### config.mk
export PLATFORM = sky130hd
export DESIGN_NAME = clock_div_prog
export DESIGN_NICKNAME = d
export VERILOG_FILES = /design/src/rtl/clock_div_prog.sv
export SDC_FILE = /design/constraint.sdc
export NUM_CORES = 1
export LEC_CHECK = 0
export CAP_MARGIN = 20
export CORE_ASPECT_RATIO = 0.75
export CORE_MARGIN = 2
export CORE_UTILIZATION = 55
export CTS_CLUSTER_SIZE = 40
export DETAILED_ROUTE_END_ITERATION = 8
export HOLD_SLACK_MARGIN = 0.06
export MAX_ROUTING_LAYER = met4
export PLACE_DENSITY = 0.77
export REMOVE_ABC_BUFFERS = 1
export SYNTH_ARGS = -nofsm -noshare
export SYNTH_HDL_FRONTEND = slang
export SYNTH_SLANG_ARGS = --single-unit
### constraint.sdc
create_clock -name clk -period 3.9 [get_ports clk]
set_input_delay 0.39 -clock clk [delete_from_list [all_inputs] [get_ports clk]]
set_output_delay 0.39 -clock clk [all_outputs]
set_load 0.02 [all_outputs]
### src/rtl/clock_div_prog.sv
// clock_div_prog: runtime-programmable divided level and period tick.
// The output period N is loaded through a one-cycle strobe and only takes
// effect at a period boundary, so neither clk_sys nor tick ever produce a
// runt or stretched period.
// Optional build macro CLKDIV_PERIOD_CNT_EN adds the period_cnt output, a
// free-running count of emitted ticks.
module clock_div_prog #(
    parameter int DIV_WIDTH   = 27,
    parameter int DEFAULT_DIV = 100000000,
    parameter int CNT_WIDTH   = 16
) (
    input  logic                 clk,
    input  logic                 rst,
    input  logic                 en,
    input  logic [DIV_WIDTH-1:0] div_val,
    input  logic                 div_load,
    output logic                 clk_sys,
    output logic                 tick,
    output logic                 div_pending,
    output logic                 div_err
`ifdef CLKDIV_PERIOD_CNT_EN
    ,
    output logic [CNT_WIDTH-1:0] period_cnt
`endif
);

    localparam logic [DIV_WIDTH-1:0] DIV_RST = DIV_WIDTH'(DEFAULT_DIV);
    localparam logic [DIV_WIDTH-1:0] CNT_RST = DIV_WIDTH'(DEFAULT_DIV - 1);
    localparam logic [DIV_WIDTH-1:0] ONE     = DIV_WIDTH'(1);
    localparam logic [DIV_WIDTH-1:0] TWO     = DIV_WIDTH'(2);

    // Reject parameter sets the counter cannot represent.
    if (DIV_WIDTH < 2 || DIV_WIDTH > 62) begin : g_bad_div_width
        $error("clock_div_prog: DIV_WIDTH out of range");
    end
    if (DEFAULT_DIV < 2 || longint'(DEFAULT_DIV) > ((64'sd1 <<< DIV_WIDTH) - 64'sd1)) begin : g_bad_default
        $error("clock_div_prog: DEFAULT_DIV does not fit DIV_WIDTH or is below 2");
    end
    if (CNT_WIDTH < 1) begin : g_bad_cnt_width
        $error("clock_div_prog: CNT_WIDTH must be at least 1");
    end

    logic [DIV_WIDTH-1:0] cnt;       // position inside the current period
    logic [DIV_WIDTH-1:0] div_act;   // period currently being generated
    logic [DIV_WIDTH-1:0] div_next;  // period waiting for the next boundary
    logic [DIV_WIDTH-1:0] cnt_inc;
    logic [DIV_WIDTH-1:0] last_cnt;
    logic [DIV_WIDTH-1:0] high_len;
    logic                 wrap;
    logic                 step;
    logic                 load_ok;
    logic                 load_bad;

    // Period decode: wrap on the last count, high phase is ceil(N/2) long.
    always_comb begin
        cnt_inc  = cnt + ONE;
        last_cnt = div_act - ONE;
        high_len = div_act - (div_act >> 1);
        wrap     = (cnt == last_cnt);
        step     = en && wrap;
        load_ok  = div_load && (div_val >= TWO);
        load_bad = div_load && (div_val < TWO);
    end

    // Period counter, divided level and boundary tick; all frozen while en=0.
    always_ff @(posedge clk or posedge rst) begin
        if (rst) begin
            cnt     <= CNT_RST;
            clk_sys <= 1'b0;
            tick    <= 1'b0;
        end else begin
            tick <= step;
            if (en) begin
                if (wrap) begin
                    cnt     <= '0;
                    clk_sys <= 1'b1;
                end else begin
                    cnt     <= cnt_inc;
                    clk_sys <= (cnt_inc < high_len);
                end
            end
        end
    end

    // Divisor handshake: a boundary consumes the old pending value before a
    // same-cycle load refills it, so the newer load waits one more period.
    always_ff @(posedge clk or posedge rst) begin
        if (rst) begin
            div_act     <= DIV_RST;
            div_next    <= '0;
            div_pending <= 1'b0;
        end else begin
            if (step && div_pending) begin
                div_act     <= div_next;
                div_pending <= 1'b0;
            end
            if (load_ok) begin
                div_next    <= div_val;
                div_pending <= 1'b1;
            end
        end
    end

    // Sticky flag reflecting whether the most recent load was rejected.
    always_ff @(posedge clk or posedge rst) begin
        if (rst) begin
            div_err <= 1'b0;
        end else if (load_bad) begin
            div_err <= 1'b1;
        end else if (load_ok) begin
            div_err <= 1'b0;
        end
    end

`ifdef CLKDIV_PERIOD_CNT_EN
    // Counts ticks; advances on the same edge that raises tick.
    always_ff @(posedge clk or posedge rst) begin
        if (rst) begin
            period_cnt <= '0;
        end else if (step) begin
            period_cnt <= period_cnt + CNT_WIDTH'(1);
        end
    end
`endif

endmodule

== Word level (Yosys, flattened, before mapping) ==
Index checks and enable logic that the tools add are counted.

* Bits in registers: 85
* Latch bits: 0
* Bits in writable memories: 0
* ROM bits: 0
* Input port bits: 31
* Output and inout bits: 4
* Word-level logic and storage cells: 26
* Memories: 0

* $add $sub $neg: 3
* Multiply operators: 0
* Div/mod/pow operators: 0
* Order comparisons: 3
* Equality and inequality tests: 1
* Shifts and indexed selects: 0
* Muxes and demuxes: 6
* Bitwise gates (word level): 0
* Reduce and logical (&&, ||, !) cells: 6

{| class="wikitable"
|+ Operator list
! operator !! number
|-
| 27-bit by 1-bit adder with 27-bit output, second input constant || 1
|-
| 27-bit equality test || 1
|-
| 27-bit by 2-bit >= comparator with 1-bit output, second input constant || 1
|-
| 27-bit by 2-bit less-than comparator with 1-bit output, second input constant || 1
|-
| 27-bit less-than comparator || 1
|-
| 27-bit two-way mux || 1
|-
| 27-bit by 1-bit subtractor with 27-bit output, second input constant || 1
|-
| 27-bit by 26-bit subtractor with 27-bit output || 1
|-
| 1-bit two-way mux || 5
|-
| 1-bit logical AND || 4
|-
| 2-bit nonzero test || 2
|}

== Depth between registers and ports, before layout ==
Gate-level depths: netlist of run 1.

* Depth after elaboration: 6
* Gate-level depth with buffers: 21
* Gate-level depth less buffers: 21

== Least setup slack after synthesis of run 1 ==
OpenSTA, ideal clock, no wires.

* Path kind: flip-flop to flip-flop
* Start: register div_act[13]
* End: register clk_sys
* Arrival time: 4054 ps
* Required time: 3764 ps
* Setup slack: -290 ps
* Stages on the path, launching flop included: 20
* Buffers on the path: 0
* Period minus slack after synthesis: 4190 ps
* Path through: dfstp_2 -> inv_1 -> ha_1 -> nor2_1 -> a221o_1 -> or4b_2 -> o21ai_0 -> o21ba_2 -> o21bai_1 -> a21oi_1 -> xnor2_1 -> ha_1 -> nand4_1 -> or2_2 -> or2_2 -> o2111a_1 -> o211ai_1 -> a31oi_1 -> o21ai_0 -> o21ai_0

* Longest elaborated chain between the ends: 3

{| class="wikitable"
|+ RTL lines
! item !! line !! text
|-
| start: declaration || 44 || <nowiki>logic [DIV_WIDTH-1:0] div_act;</nowiki>
|-
| start signal: assignment || 94 || <nowiki>div_act <= div_next;</nowiki>
|-
| 27-bit by 26-bit subtractor with 27-bit output / 27-bit by 1-bit subtractor with 27-bit output (equally long branches) || 58, 57 ||
|-
| 27-bit less-than comparator / 27-bit equality test (equally long branches) || 79, 59 ||
|-
| 1-bit two-way mux * || 74 || <nowiki>if (wrap) begin</nowiki>
|-
| end signal: assignment || 79 || <nowiki>clk_sys <= (cnt_inc < high_len);</nowiki>
|-
| end: declaration || 17 || <nowiki>output logic clk_sys,</nowiki>
|}

Mark *: on every way between the ends. The rest lies on a longest branch, timed or not.
A chain may end at the register's enable or synchronous reset.

== Worst setup path in the final report of run 1 ==
* Start: register div_act[4]
* End: register clk_sys

The elaborated chain is that of the path after synthesis.

==> impl_metrics.tcl, run 1 <==
set metrics [dict create \
    place_hpwl_mm 14.6 \
    violations "negative setup slack" \
    antenna_cells 0 \
    place_inst 996 \
    syn_inst 739 \
    layoutNonFillerInstCount 1018 \
    die_h_um 101 \
    drive_gt1_frac 0.270 \
    synth-edff-count 0 \
    synth_top_area_cell "dfrtp_1" \
    htree_num_levels 3 \
    reg2reg_depth 23 \
    maxSlewViolCount 0 \
    setup.worst_path.class "register to register" \
    grt_max_degree 46 \
    top_layer "met4" \
    skew_ns 0.0109 \
    grt_pass1_vias 5687 \
    startpoint_type "register" \
    worst_slew_pin_slew_ns 0.767 \
    dr.pass1.iters 5 \
    regArea_um2 2170 \
    die_width_um 134 \
    clock-sinks 85 \
    row_count 35 \
    synth_area_um2 6970 \
    cts_tree "built" \
    postCtsHoldBufs 0 \
    wl_mm 19.1 \
    grt_pass1_wl_mm 29.4 \
    grt_util_all_layers 0.290 \
    final_hold_viol_count 0 \
    combPwrFrac 0.200 \
    clkPwrFrac 0.351 \
    netSwitchingPower_mw 0.741 \
    core_um2 12300 \
    antenna_found_initial 0 \
    area_delta_synth_final_pct 22.8 \
    clk_latency_ns 0.35 \
    worstPathMaxFanout 5 \
    power.internal_mw 1.67 \
    max-clock-path-buffers 2 \
    finalSetupViolCount 1 \
    initial_core_util 0.566 \
    arrival_ns 4.34 \
    final_antenna_net_count 0 \
    io_pins 35 \
    fp.dieArea_um2 13600 \
    relSlewSlack 0.488 \
    port_buffers 34 \
    status "complete, but fails checks" \
    multi_input_area_um2 4640 \
    cts.clk_slew.worst_paths_ns 0.07 \
    root_buffer "clkbuf_16" \
    ys_ff_latch 85 \
    gp_congestion 0.947 \
    fin_util 0.695 \
    wl_met1_mm 9.20 \
    post_synth_num_cell_types 65 \
    ir_worst_vdd_v 0.000242 \
    fin_crit_ns 4.07 \
    synth.area.top_cells "dfrtp_1, ha_1, dfstp_2" \
    cap_viol_max_count 0 \
    min_path_cells 2 \
    synthFlopType "dfrtp_1" \
    place_ws_ns -0.580 \
    yosysSeqAreaShare 0.311 \
    nFillCells 907 \
    via_count 5954 \
    hp-class "register to register" \
    power.density_nw_per_um2 282 \
    drt_iter0_markers 626 \
    post-route-period-util 1.04 \
    synth_top_area_frac 0.194 \
    worst_hold_slack_ns 0.476 \
    wl_met2_mm 8.35 \
    timing.fmax_ghz 0.245 \
    numCtsBuffers 9 \
    route.met3.wl_mm 1.25 \
    nets 961 \
    layout_setup_ws_ns -0.174 \
    seqPwrFrac 0.449 \
    routedWlPerCell_um 18.8 \
    cp-end-kind "register" \
    drcViolationCount 0 \
    switching_share 0.307 \
    tns_ns -0.174 \
    avgSynthCellArea_um2 9.43 \
    vias_per_cell 5.85 \
    async_flop_share 1.00 \
    leakage_nw 3.81 \
    rsz0062_at_grt "true" \
    globalRouteOverflowTotal 0 \
    yosysWarningCount 0 \
    crit_required_ns 4.17 \
]
cells in the final DEF (no fill, tap or decap), types with 29 or more instances in the layout:
cell type,instances
mux2_2,29
nor2_1,33
xnor2_1,67
dfrtp_1,54
nand2_1,44
nand3_1,36
clkdlybuf4s50_1,34
dfstp_2,31
o21ai_0,34
buf_4,85
ha_1,75
inv_1,64
cell families after synthesis:
logic type,count (synthesis),share of synthesized area
fa+ha+maj,83,0.150
xor+xnor,90,0.113
mux,55,0.0986
buf+inv,96,0.0562
compound gates,130,0.119
flops,85,0.311
simple gates,200,0.152
cells in the mapped netlist, types with 8 or more instances:
master / number
mux2_2: 29
dfrtp_1: 54
a21oi_1: 31
a21o_1: 8
nor3_1: 11
and3_1: 10
xor2_1: 23
mux2_4: 20
nand2_1: 44
o21ai_0: 40
dfstp_2: 31
xnor2_1: 67
nor2b_1: 9
nor4_1: 14
clkbuf_1: 17
ha_1: 82
nand3_1: 37
nor2_1: 35
o21bai_1: 10
inv_1: 74
registers in the layout, summed over array words and instances (netlist names):
register     flops
div_pending      1
tick             1
div_err          1
clk_sys          1
cnt             27
div_act         27
div_next        27
routing by layer:
layer / vias to the layer above / GRT usage
li1: 2802 / -
met1: 2902 / 0.417
met2: 215 / 0.438
met3: 35 / 0.0430
met4: 0 / 0.0597
met5: - / -
per-stage QoR:
stage | instance area [um2] | power (mW)
floorplan | 6860 | 1.38
global placement | 8000 | 1.53
detailed placement | 8000 | 1.56
CTS | 8420 | 2.41
global route | 8560 | 2.52
finish | 8560 | 2.41
layout make-up:
type                    instances  area share
well taps                     166      0.0243
repair buffers                119       0.114
multi-input cells             558       0.543
clock inverters                 5     0.00482
inverters                      74      0.0326
flip-flops and latches         85       0.253
clock buffers                  11      0.0284
final timing paths:
| kind | slack [ns] | startpoint | endpoint |
|---|---|---|---|
| max | -0.17 | div_act[4] | clk_sys |
| min in group asynchronous | 0.49 | rst | div_next[6] |
| min | 0.48 | div_next[23] | div_next[23] |
| min reg2reg | 0.48 | div_next[23] | div_next[23] |
| max in group asynchronous | 2.49 | rst | cnt[24] |
| max reg2reg | -0.17 | div_act[4] | clk_sys |
timing repair:
item | CTS | global route
pin swaps | 15 | 17
endpoints found under the setup margin | 1 | 1
resized for setup | 26 | 28
buffers inserted | 3 | 3
cloned | 0 | 0
worst max-delay path, cell delays in order, from the launching register on:
cell      delay (ns)
dfrtp_1         0.39
inv_2           0.13
ha_4            0.24
buf_4           0.15
nor3_2          0.17
o21ai_2         0.10
a21oi_2         0.17
buf_4           0.14
o21ai_4         0.06
o21ba_4         0.22
buf_4           0.13
o31a_1          0.27
buf_4           0.15
or4_1           0.39
nand3_1         0.12
ha_1            0.24
a21o_1          0.18
a21oi_1         0.14
nor2b_1         0.06
o21ai_1         0.13
o211ai_1        0.10
a31oi_1         0.18
o21ai_1         0.09
o21ai_1         0.07
power by group through the flow:
stage,logic (mW),clock network [mW],registers (mW)
global route,0.543,0.887,1.09
detailed placement,0.463,0,1.09
finish,0.482,0.848,1.08
floorplan,0.317,0,1.06
global placement,0.438,0,1.09
CTS,0.475,0.857,1.08
Power figures use the tool's default switching activity.
==> run 2: changes to the inputs <==
--- a/config.mk
+++ b/config.mk
@@ -13,7 +13,7 @@
 export DETAILED_ROUTE_END_ITERATION = 8
 export HOLD_SLACK_MARGIN = 0.06
 export MAX_ROUTING_LAYER = met4
-export PLACE_DENSITY = 0.77
+export PLACE_DENSITY = 0.89
 export REMOVE_ABC_BUFFERS = 1
 export SYNTH_ARGS = -nofsm -noshare
 export SYNTH_HDL_FRONTEND = slang
==> run 2 against run 1 <==
Compared with the run above: the flow still finishes with violations (negative setup slack); clock-buffer cell count fell by 1; maximum frequency is essentially flat; core utilization fell by 0.13 points; combinational power down 2%; global-route usage up 0.13 points; final cell count about the same; largest cell class unchanged.
==> impl_metrics.tcl, run 2 (synthesized netlist as in run 1, its figures left out) <==
set metrics [dict create \
    grt_util_all_layers 0.292 \
    crit_required_ns 4.13 \
    wl_met1_mm 8.46 \
    arrival_ns 4.31 \
    grt_pass1_wl_mm 29.8 \
    maxSlewViolCount 0 \
    top_layer "met4" \
    drive_gt1_frac 0.267 \
    htree_num_levels 3 \
    antenna_cells 0 \
    clock-sinks 85 \
    grt_pass1_vias 5905 \
    violations "negative setup slack" \
    antenna_found_initial 0 \
    power.density_nw_per_um2 286 \
    cap_viol_max_count 0 \
    skew_ns 0.0113 \
    place_ws_ns -0.578 \
    nets 962 \
    dr.pass1.iters 6 \
    setup.worst_path.class "register to register" \
    r2r_setup_slack_ns -0.17 \
    gp_congestion 0.952 \
    worstPathMaxFanout 3 \
    timing.fmax_ghz 0.245 \
    core_um2 12300 \
    ir_worst_vdd_v 0.000307 \
    worstReg2RegStart "div_act[13]" \
    post_dp_cell_area_um2 7960 \
    area_delta_synth_final_pct 22.6 \
    cp-end-kind "register" \
    io_pins 35 \
    reg.largest.list "cnt: 27 flops, div_act: 27 flops, div_next: 27 flops" \
    fin_util 0.694 \
    port_buffers 34 \
    root_buffer "clkbuf_16" \
    worst_slew_pin_slew_ns 0.714 \
    final_common_cell "buf_4" \
    max-clock-path-buffers 2 \
    die_width_um 134 \
    rsz0062_at_grt "true" \
    layout_setup_ws_ns -0.173 \
    design_area_um2 8540 \
    timing.rr.end "clk_sys" \
    endpoint "clk_sys" \
    drt_iter0_markers 892 \
    leakage_nw 3.80 \
    die_h_um 101 \
    initial_core_util 0.566 \
    via_count 6033 \
    grt_max_degree 44 \
    post-route-period-util 1.04 \
    cts_tree "built" \
    relSlewSlack 0.524 \
    routedWlPerCell_um 18.6 \
    route.met3.wl_mm 1.52 \
    clk_latency_ns 0.36 \
    numCtsBuffers 9 \
    fin_crit_ns 4.07 \
    status "complete, but fails checks" \
    finalSetupViolCount 1 \
    reg2reg_depth 20 \
    multi_input_area_um2 4600 \
    place_hpwl_mm 13.6 \
    startpoint_type "register" \
    nFillCells 789 \
    final_hold_viol_count 0 \
    globalRouteOverflowTotal 0 \
    regArea_um2 2170 \
    hp-class "primary input to asynchronous set/reset pin" \
    cts.clk_slew.worst_paths_ns 0.07 \
    final_cell_mix "buf_4, ha_1, xnor2_1" \
    drcViolationCount 0 \
    cp-startpoint "div_act[13]" \
    final_antenna_net_count 0 \
    wl_met2_mm 8.49 \
    wl_mm 18.9 \
    row_count 35 \
    fp.dieArea_um2 13600 \
    vias_per_cell 5.92 \
]
[run 2: cell count changes in the layout (fill, tap and decap cells not counted), sizes merged]
cell | before | now
buf | 85 | 86
bufinv | 0 | 1
clkbuf | 11 | 10
clkinv | 2 | 3
clkinvlp | 2 | 1
[run 2: per-layer routing]
layer,GRT usage,vias to the layer above
li1,-,2796
met2,0.440,294
met5,-,-
met1,0.391,2894
met4,0.0843,0
met3,0.0731,49
[run 2: critical path: stages (launching register included)]
cell and delay, ns:
dfstp_2 0.55, inv_2 0.05, ha_4 0.27, nor2_1 0.06, a221o_1 0.31, or4b_4 0.50, o21ai_4 0.16, o21ba_4 0.15
o21bai_1 0.06, a21oi_1 0.19, xnor2_1 0.15, ha_1 0.33, nand4_1 0.11, buf_4 0.15, buf_4 0.12, buf_4 0.12
o2111a_1 0.23, o211ai_1 0.15, a31oi_1 0.06, o21ai_1 0.14, o21ai_1 0.07
[run 2: what timing repair did]
action,4_1_cts,5_1_grt
hold buffers,0,0
resized for setup,29,22
setup endpoints to repair,1,1
pin swaps,23,15
buffers inserted,12,1
[run 2: final cells by class]
type                            instances  area share
Clock buffer                           10      0.0268
Multi-Input combinational cell        558       0.538
Clock inverter                          6     0.00806
Timing Repair Buffer                  120       0.116
Tap cell                              166      0.0243
Sequential cell                        85       0.254
Inverter                               74      0.0327
[run 2: report_power, final]
part           internal (mW)  switching, mW
sequential             0.982          0.105
combinational          0.236          0.237
clock                  0.501          0.385
total                   1.72          0.726
[run 2: worst min path at each step]
stage                       from           end  slack [ns]  cells past startpoint
finish                       rst   div_next[7]        0.36                      2
global route                 rst   div_next[3]        0.42                      2
CTS                          rst   div_next[4]        0.38                      2
detailed placement  div_next[22]  div_next[22]        0.47                      2
global placement    div_next[15]  div_next[15]        0.46                      2
floorplan            div_next[5]   div_next[5]        0.44                      2
[run 2: through the flow]
step | instances | TNS [ns] | hold slack [ns] | power [mW]
4_1_cts | 1018 | -0.140 | 0.377 | 2.44
5_1_grt | 1019 | -0.368 | 0.424 | 2.56
3_3_place_gp | 990 | -0.449 | 0.461 | 1.51
6_report | 1019 | -0.173 | 0.364 | 2.45
2_1_floorplan | 717 | -0.296 | 0.442 | 1.38
3_5_place_dp | 990 | -0.578 | 0.474 | 1.55
==> run 3: changes to the inputs <==
--- a/config.mk
+++ b/config.mk
@@ -7,7 +7,7 @@
 export LEC_CHECK = 0
 export CAP_MARGIN = 20
 export CORE_ASPECT_RATIO = 0.75
-export CORE_MARGIN = 2
+export CORE_MARGIN = 1.5
 export CORE_UTILIZATION = 55
 export CTS_CLUSTER_SIZE = 40
 export DETAILED_ROUTE_END_ITERATION = 8
==> run 3 against run 2 <==
Compared with the run above: die area is 1.7% lower; first-iteration DRC count increased by 3.5%; critical endpoint unchanged; sequential share of layout area is 0.14 points lower; the flow still finishes with violations (negative setup slack); largest cell class unchanged.
==> impl_metrics.tcl, run 3 (synthesized netlist as in run 1, its figures left out) <==
set metrics [dict create \
    gp_congestion 0.986 \
    drive_gt1_frac 0.273 \
    root_buffer "clkbuf_16" \
    drt_iter0_markers 923 \
    worst_slew_pin_slew_ns 0.579 \
    grt_pass1_vias 5931 \
    maxSlewViolCount 0 \
    leakage_nw 3.82 \
    initial_core_util 0.566 \
    post-route-period-util 1.09 \
    numCtsBuffers 9 \
    arrival_ns 4.46 \
    cap_viol_max_count 0 \
    drcViolationCount 0 \
    fp.dieArea_um2 13400 \
    layoutNonFillerInstCount 1024 \
    startpoint_type "register" \
    power.density_nw_per_um2 283 \
    via_count 6043 \
    final_cell_mix "buf_4, ha_1, inv_1" \
    setup.worst_path.class "register to register" \
    status "complete, but fails checks" \
    nets 967 \
    layout_setup_ws_ns -0.336 \
    clock-sinks 85 \
    crit_required_ns 4.12 \
    final_antenna_net_count 0 \
    dr.pass1.iters 5 \
    cp-startpoint "div_act[13]" \
    die_h_um 100 \
    grt_max_degree 44 \
    globalRouteOverflowTotal 0 \
    relSlewSlack 0.614 \
    io_pins 35 \
    antenna_cells 0 \
    htree_num_levels 3 \
    grt_pass1_wl_mm 30.8 \
    worstPathMaxFanout 2 \
    rsz0062_at_grt "true" \
    cp-end-kind "register" \
    routedWlPerCell_um 18.8 \
    place_inst 991 \
    place_hpwl_mm 13.9 \
    row_count 35 \
    cts.clk_slew.worst_paths_ns 0.07 \
    wl_mm 19.3 \
    timing.fmax_ghz 0.236 \
    worstReg2RegStart "div_act[13]" \
    finalSetupViolCount 1 \
    worst_hold_slack_ns 0.373 \
    hp-class "primary input to asynchronous set/reset pin" \
    vias_per_cell 5.90 \
    grt_util_all_layers 0.305 \
    final_hold_viol_count 0 \
    area_delta_synth_final_pct 23.2 \
    skew_ns 0.0121 \
    violations "negative setup slack" \
    fin_crit_ns 4.24 \
    place_ws_ns -0.627 \
    clk_latency_ns 0.35 \
    cts_tree "built" \
    die_width_um 133 \
    max-clock-path-buffers 2 \
    port_buffers 34 \
    core_um2 12300 \
    reg.largest.list "cnt: 27 flops, div_act: 27 flops, div_next: 27 flops" \
    ir_worst_vdd_v 0.000230 \
    antenna_found_initial 0 \
    final_common_cell "buf_4" \
]
[run 3: cell count changes in the layout (fill, tap and decap cells not counted), moves of 4 or more]
| cell | change |
|---|---|
| ha_4 | -4 |
| inv_1 | +5 |
| ha_1 | +4 |
| a21oi_1 | -4 |
| inv_2 | -5 |
| a21oi_2 | +4 |
| buf_4 | +7 |
[run 3: layout make-up]
class                   count  area [um2]
repair buffers            125        1020
flip-flops and latches     85        2170
fillers                   811        3720
well taps                 166         208
inverters                  74         279
multi-input cells         558        4620
clock inverters             6        56.3
clock buffers              10         229
[run 3: path summary, 6_finish.rpt]
check / endpoint / slack, ns / cells past startpoint
worst max-delay path: clk_sys / -0.34 / 22
worst min-delay path: div_act[12] / 0.37 / 2
worst max register to register: clk_sys / -0.34 / 22
worst min register to register: div_next[23] / 0.48 / 2
max in group asynchronous: cnt[26] / 2.71 / 3
min in group clk: div_next[23] / 0.48 / 2
[run 3: per-stage QoR]
step / power [mW] / utilization / instance area [um2] / TNS [ns]
after floorplan: 1.38 / - / 6860 / -0.296
after global placement: 1.51 / 0.647 / 7960 / -0.455
after detailed placement: 1.55 / 0.647 / 7960 / -0.627
after CTS: 2.40 / 0.686 / 8440 / -0.149
after global routing: 2.54 / 0.698 / 8590 / -0.435
final: 2.43 / 0.698 / 8590 / -0.336
[run 3: power by group]
group | switching, mW | internal [mW]
clock network | 0.407 | 0.446
registers | 0.104 | 0.982
logic | 0.247 | 0.241
total | 0.757 | 1.67
[run 3: layer usage]
layer / GRT usage / share of wire / vias to the layer above
met4: 0.0964 / 0.023 / 0
met3: 0.0523 / 0.084 / 53
met2: 0.479 / 0.45 / 316
met1: 0.406 / 0.44 / 2861
met5: - / 0 / -
li1: - / - / 2813
[run 3: repair_timing]
item / in CTS / in global routing
setup endpoints to repair: 1 / 1
gates cloned: 0 / 0
pin swaps: 23 / 21
hold endpoints to repair: 0 / 0
hold buffers: 0 / 0
gates resized for setup: 26 / 26
setup buffers: 15 / 4
[run 3: critical path, stage by stage, from the launching register on]
cell	delay [ns]
dfstp_2	0.55
inv_2	0.06
ha_4	0.27
inv_2	0.04
buf_4	0.12
buf_4	0.12
buf_4	0.12
buf_4	0.12
buf_4	0.14
a221oi_2	0.28
o31a_1	0.24
o21bai_1	0.12
a21oi_2	0.21
xnor2_2	0.12
ha_1	0.29
nand4_1	0.14
or2_4	0.29
or2_4	0.23
o2111a_1	0.14
o211ai_1	0.18
a31oi_1	0.08
o21ai_1	0.17
o21ai_1	0.08
